## config.mk

```make
export PLATFORM = sky130hd
export DESIGN_NAME = pipelined_datapath
export DESIGN_NICKNAME = d
export VERILOG_FILES = /design/src/rtl/pipelined_datapath.sv
export SDC_FILE = /design/constraint.sdc
export NUM_CORES = 2
export LEC_CHECK = 0
export CORE_ASPECT_RATIO = 1.5
export CORE_UTILIZATION = 57
export CTS_CLUSTER_SIZE = 16
export DETAILED_ROUTE_END_ITERATION = 6
export GPL_TIMING_DRIVEN = 0
export PLACE_DENSITY_LB_ADDON = 0.15
export REMOVE_ABC_BUFFERS = 1
export SYNTH_ARGS = -nofsm -noshare
export SYNTH_HDL_FRONTEND = slang
export SYNTH_SLANG_ARGS = --single-unit
```

## constraint.sdc

```tcl
create_clock -name clk -period 5.1 [get_ports clk]
set_input_delay 1.02 -clock clk [delete_from_list [all_inputs] [get_ports clk]]
set_output_delay 1.02 -clock clk [all_outputs]
set_load 0.01 [all_outputs]
```

## src/rtl/pipelined_datapath.sv

```systemverilog
// Three-stage (EX, MEM, WB) datapath with its own register file and ALU, resolving RAW hazards.
// Define PIPELINED_DATAPATH_FORWARDING_EN to enable the EX/MEM and MEM/WB bypass paths.
module pipelined_datapath #(
  parameter int WIDTH  = 32,
  parameter int REG_AW = 5
) (
  input  logic              clk,
  input  logic              reset,
  input  logic              in_valid,
  output logic              in_ready,
  input  logic [REG_AW-1:0] rs,
  input  logic [REG_AW-1:0] rt,
  input  logic [REG_AW-1:0] rd,
  input  logic              reg_dst,
  input  logic              alu_src,
  input  logic              mem_to_reg,
  input  logic              mem_read,
  input  logic              mem_write,
  input  logic              reg_write,
  input  logic              imm_zext,
  input  logic [3:0]        alu_op,
  input  logic [15:0]       immediate,
  output logic [WIDTH-1:0]  data_address,
  output logic [WIDTH-1:0]  data_writedata,
  output logic              data_read,
  output logic              data_write,
  input  logic [WIDTH-1:0]  data_readdata,
  input  logic              data_waitrequest,
  output logic [WIDTH-1:0]  reg_read_data_0,
  output logic              wb_valid,
  output logic [REG_AW-1:0] wb_addr,
  output logic [WIDTH-1:0]  wb_data
);
  localparam int SHW  = $clog2(WIDTH);
  localparam int NREG = 2**REG_AW;

  logic [WIDTH-1:0]  regs [NREG];

  logic              exm_valid, exm_reg_write, exm_mem_read, exm_mem_write, exm_mem_to_reg;
  logic [REG_AW-1:0] exm_waddr;
  logic [WIDTH-1:0]  exm_alu, exm_rt_val;

  logic              mwb_valid, mwb_reg_write;
  logic [REG_AW-1:0] mwb_waddr;
  logic [WIDTH-1:0]  mwb_data;

  logic                   freeze, rf_we, accept;
  logic [1:0][REG_AW-1:0] src_addr;
  logic [1:0][WIDTH-1:0]  src_val;
  logic [1:0]             src_hazard;
  logic [WIDTH-1:0]       imm_ext, op1, op2, alu_res;
  logic [SHW-1:0]         shamt;
  logic signed [15:0]     imm_s;

  // A pending memory access that is not yet acknowledged holds both back stages.
  assign freeze   = data_waitrequest && (data_read || data_write);
  assign wb_valid = mwb_valid && mwb_reg_write && !freeze;
  assign wb_addr  = mwb_waddr;
  assign wb_data  = mwb_data;
  assign rf_we    = wb_valid && (mwb_waddr != '0);
  assign in_ready = !freeze && !(|src_hazard);
  assign accept   = in_valid && in_ready;

  assign data_address   = exm_alu;
  assign data_writedata = exm_rt_val;
  assign data_read      = exm_valid && exm_mem_read;
  assign data_write     = exm_valid && exm_mem_write;

  assign src_addr = {rt, rs};

  genvar gi;
  generate
    for (gi = 0; gi < 2; gi++) begin : g_src
      logic             exm_match, mwb_match;
      logic [WIDTH-1:0] rf_val;
      assign exm_match = (src_addr[gi] != '0) && exm_valid && exm_reg_write &&
                         (exm_waddr == src_addr[gi]);
      assign mwb_match = (src_addr[gi] != '0) && mwb_valid && mwb_reg_write &&
                         (mwb_waddr == src_addr[gi]);
      // Write-through: a read of the entry being written this cycle sees the new value.
      assign rf_val = (src_addr[gi] == '0) ? '0 :
                      (rf_we && (mwb_waddr == src_addr[gi])) ? mwb_data : regs[src_addr[gi]];
`ifdef PIPELINED_DATAPATH_FORWARDING_EN
      assign src_val[gi]    = (exm_match && !exm_mem_read) ? exm_alu :
                              mwb_match ? mwb_data : rf_val;
      assign src_hazard[gi] = exm_match && exm_mem_read;
`else
      assign src_val[gi]    = rf_val;
      assign src_hazard[gi] = exm_match || mwb_match;
`endif
    end
  endgenerate

  assign reg_read_data_0 = src_val[0];
  assign imm_s           = immediate;

  always_comb begin
    if (imm_zext) imm_ext = WIDTH'(immediate);
    else          imm_ext = WIDTH'(imm_s);
  end

  assign op1   = src_val[0];
  assign op2   = alu_src ? src_val[1] : imm_ext;
  assign shamt = op2[SHW-1:0];

  always_comb begin
    alu_res = '0;
    case (alu_op)
      4'd0:    alu_res = op1 + op2;
      4'd1:    alu_res = op1 - op2;
      4'd2:    alu_res = op1 & op2;
      4'd3:    alu_res = op1 | op2;
      4'd4:    alu_res = op1 ^ op2;
      4'd5:    alu_res = {{(WIDTH-1){1'b0}}, ($signed(op1) < $signed(op2))};
      4'd6:    alu_res = {{(WIDTH-1){1'b0}}, (op1 < op2)};
      4'd7:    alu_res = op1 << shamt;
      4'd8:    alu_res = op1 >> shamt;
      4'd9:    alu_res = $unsigned($signed(op1) >>> shamt);
      4'd10:   alu_res = WIDTH'({immediate, 16'h0000});
      default: alu_res = '0;
    endcase
  end

  always_ff @(posedge clk or negedge reset) begin
    if (!reset) begin
      exm_valid      <= 1'b0;
      exm_reg_write  <= 1'b0;
      exm_mem_read   <= 1'b0;
      exm_mem_write  <= 1'b0;
      exm_mem_to_reg <= 1'b0;
      exm_waddr      <= '0;
      exm_alu        <= '0;
      exm_rt_val     <= '0;
    end else if (!freeze) begin
      // No accept means a bubble; payload fields are left stale behind a cleared valid.
      exm_valid <= accept;
      if (accept) begin
        exm_reg_write  <= reg_write;
        exm_mem_read   <= mem_read;
        exm_mem_write  <= mem_write;
        exm_mem_to_reg <= mem_to_reg;
        exm_waddr      <= reg_dst ? rd : rt;
        exm_alu        <= alu_res;
        exm_rt_val     <= src_val[1];
      end
    end
  end

  always_ff @(posedge clk or negedge reset) begin
    if (!reset) begin
      mwb_valid     <= 1'b0;
      mwb_reg_write <= 1'b0;
      mwb_waddr     <= '0;
      mwb_data      <= '0;
    end else if (!freeze) begin
      mwb_valid     <= exm_valid;
      mwb_reg_write <= exm_reg_write;
      mwb_waddr     <= exm_waddr;
      mwb_data      <= exm_mem_to_reg ? data_readdata : exm_alu;
    end
  end

  always_ff @(posedge clk or negedge reset) begin
    if (!reset) begin
      for (int i = 0; i < NREG; i++) regs[i] <= '0;
    end else if (rf_we) begin
      regs[mwb_waddr] <= mwb_data;
    end
  end
endmodule

```

==> impl_metrics.toml <==
[global_routing]
first_global_vias = 56132
grt_max_degree = 183
grt_first_pass_wirelength_um = 431500
antenna_found_initial = 30
grt_overflow = 0
grt_usage = 0.5020

[clocking]
tritoncts = "yes"
ctsHoldBuffers = 0
path_clk_slew_ns = 0.07
cts-root-buf = "clkbuf_16"
clkLatencyLatePin_ns = 0.79
cts_buffer_depth = 3
htreeDepth = 3
clock-sinks = 1137
cts_buffers = 111

[power]
cellPowerDensity_nw_per_um2 = 489.7
p_leak_uw = 0.03793
peakVddDrop_mv = 0.4698

[finish]
multi_input_area_um2 = 40460
n_fill_cell = 8289
regArea_um2 = 28470
utilization = 0.7005
regMostFlops = "regs"
syn2layout_area_growth_pct = 21.46
final_common_cell = "dfrtp_1"
most-common-layout-cells = "dfrtp_1 (1,129), mux2_2 (1,056), mux4_2 (457)"
drive_above_1_share = 0.4405
largest_reg_flops = 1024
layout.nets = 5950

[critical_path]
cp.required_ns = 5.79
criticalPathCategory = "reg2reg"
cp-start-kind = "flip-flop"
cp-end-kind = "flip-flop"
cp_slowest_cell = "or4_1"
cp_cell_sequence = "or4_4 -> o211ai_4 -> buf_4 -> buf_8 -> or3_4 -> nand2_1 -> o32a_4 -> ha_2 -> or4_1 -> o2111ai_2 -> a31oi_1 -> o21ai_2 -> buf_6 -> a311o_1 -> buf_4 -> a211oi_2 -> or4_1 -> a311o_1 -> a41oi_2"
worstPathArrival_ns = 6.33
path_buf_inv = 4
path_delay_family = "compound AO/OA/AOI/OAI gates"
critPathMaxStageDelay_ns = 0.62
cp_max_fo = 7

[synthesis]
postSynth.asyncResetShare = 1.000
synth_edf_count = 0
ys_types = 116
yosysWarnings = 0
netlist_area_um2 = 69680
ys_ff_latch = 1137
ys.flop_type = "dfrtp_1"
syn_area_per_cell_um2 = 12.61
yosysSeqAreaShare = 0.4083
synthCells = 5525

[hold_path]
hold_path.class = "in2async"

[sta]
setup_violations = 33
fin_skew_ns = 0.03415
slew-limit-headroom = -0.03025
slew_viol_final = 3
holdWs_ns = 0.1034
fmaxAchievable_mhz = 177.2
final_critical_path_setup_slack_ns = -0.5433
fin_crit_sh = 1.107
worst_pin_slew_ns = 1.502
post-route-min-period_ns = 5.643
hold_viol_final = 0
rsz0062_at_grt = "true"

[floorplan]
die_area_um2 = 123700
die_w_um = 287.5
io_pins = 215
die_y_um = 430.2
core_region_area_um2 = 120800
rows = 156
start_util = 0.5767

[status]
violations = "max-capacitance violations, max-slew violations, negative setup slack"
status = "complete, but fails checks"

[drt]
wire_per_inst_um = 41.26
dr.pass1.iters = 6
ant_nets = 0
totalWireLength_um = 308000
drc = 0
via_count = 57082
first_iter_violations = 8230
drt-vias-per-instance = 7.647

[place]
port_buffers = 214
gp_congestion = 1.077
post-place-ws_ns = -3.941
post-dp-hpwl_um = 180700

[run]
drv_cap = 1
-- area by class of cell --
cell class                      instances  area share
Multi-Input combinational cell       3728      0.4781
Sequential cell                      1137      0.3364
Timing Repair Buffer                  685      0.1104
Clock buffer                          163     0.03844
Tap cell                             1580     0.02336
Clock inverter                         48    0.007170
Inverter                              104    0.005411
Antenna cell                           17   0.0005026
Timing Repair inverter                  3   0.0002218
-- path summary, 6_finish.rpt --
check	startpoint	end	slack (ns)	cells after the start
worst max-delay path	wb_addr[0]	data_address[31]	-0.54	19
worst min-delay path	reset	regs[832]	0.10	1
worst max register to register	wb_addr[0]	data_address[31]	-0.54	19
worst min register to register	regs[1009]	regs[1009]	0.40	0
max in group asynchronous	reset	regs[721]	1.18	6
min in group clk	regs[1009]	regs[1009]	0.40	0
-- synth_stat cells (12+ instances only) --
master,number,share of area
dfrtp_1,1137,0.41
mux2_2,1061,0.17
mux4_2,457,0.15
clkbuf_1,364,0.020
mux2i_1,323,0.046
nor2_1,268,0.014
nand2_1,210,0.011
a21oi_1,173,0.012
o21ai_0,123,0.0088
nor3_1,101,0.0073
ha_1,100,0.018
inv_1,100,0.0054
o22ai_1,88,0.0079
a22oi_1,65,0.0070
nand3_1,65,0.0047
a211oi_1,62,0.0067
buf_2,60,0.0043
buf_1,55,0.0030
buf_6,38,0.0061
a221o_1,36,0.0052
a21o_1,30,0.0032
nor3_2,28,0.0040
a221oi_1,27,0.0034
nand2b_1,26,0.0023
nor2b_1,26,0.0023
a31oi_1,25,0.0022
o211ai_1,25,0.0027
o31ai_1,25,0.0027
xnor2_1,24,0.0030
nor4_1,21,0.0019
buf_4,20,0.0022
mux4_1,19,0.0072
o221ai_1,16,0.0020
buf_12,15,0.0043
o21bai_1,15,0.0016
and2_1,14,0.0013
or3_1,14,0.0013
o21ai_1,13,0.00093
o32ai_1,13,0.0016
nand4_1,12,0.0011
-- worst reg2reg max path: stages (launching register included) --
cell       delay [ns]
dfrtp_4          0.50
or4_4            0.60
o211ai_4         0.30
buf_4            0.18
buf_8            0.15
or3_4            0.23
nand2_1          0.11
o32a_4           0.49
ha_2             0.25
or4_1            0.62
o2111ai_2        0.26
a31oi_1          0.15
o21ai_2          0.16
buf_6            0.16
a311o_1          0.22
buf_4            0.14
a211oi_2         0.08
or4_1            0.42
a311o_1          0.40
a41oi_2          0.13
-- cells by family (layout without fill, tap and decap cells) --
family          Yosys count  after routing  synth area share
other cells               0             17                 0
simple gates            847            851           0.05978
buf+inv                 666           1003           0.04703
flops                  1137           1137            0.4083
compound gates          872            874           0.08752
mux                    1866           1866            0.3744
fa+ha+maj               102            102           0.01853
xor+xnor                 35             35          0.004399
-- through the flow --
stage	TNS, ns	total power (uW)	cells	cell area (um^2)
4_1_cts	-1.542	39930	7368	83230
5_1_grt	-6.310	42670	7450	84600
3_5_place_dp	-136.88	29310	6909	74290
3_3_place_gp	-	29110	6757	70920
6_report	-5.934	41450	7465	84630
2_1_floorplan	-265.20	23370	4963	66800
-- layer usage --
metal | up-vias | wire length, um | part of all wire | global-route usage
met3 | 1645 | 40680 | 0.13 | 0.2092
met5 | - | 276 | 0.00090 | 0.002381
li1 | 21657 | - | - | -
met4 | 28 | 34160 | 0.11 | 0.4190
met2 | 4535 | 129900 | 0.42 | 0.7072
met1 | 29217 | 103000 | 0.33 | 0.5935
-- power by group --
| part | leakage [uW] | switching (uW) | total [uW] | internal (uW) |
|---|---|---|---|---|
| Clock | 0.00188 | 3990 | 8870 | 4870 |
| Combinational | 0.0206 | 8180 | 16800 | 8620 |
| Sequential | 0.0154 | 3630 | 15800 | 12100 |
| Total | 0.0379 | 15800 | 41400 | 25600 |
-- timing repair --
action | 4_1_cts | 5_1_grt
setup endpoints to repair | 65 | 44
cloned | 57 | 2
pin swaps | 115 | 96
resized for setup | 362 | 147
buffers inserted | 192 | 81
Note: power is estimated with default switching activity, not from simulation.
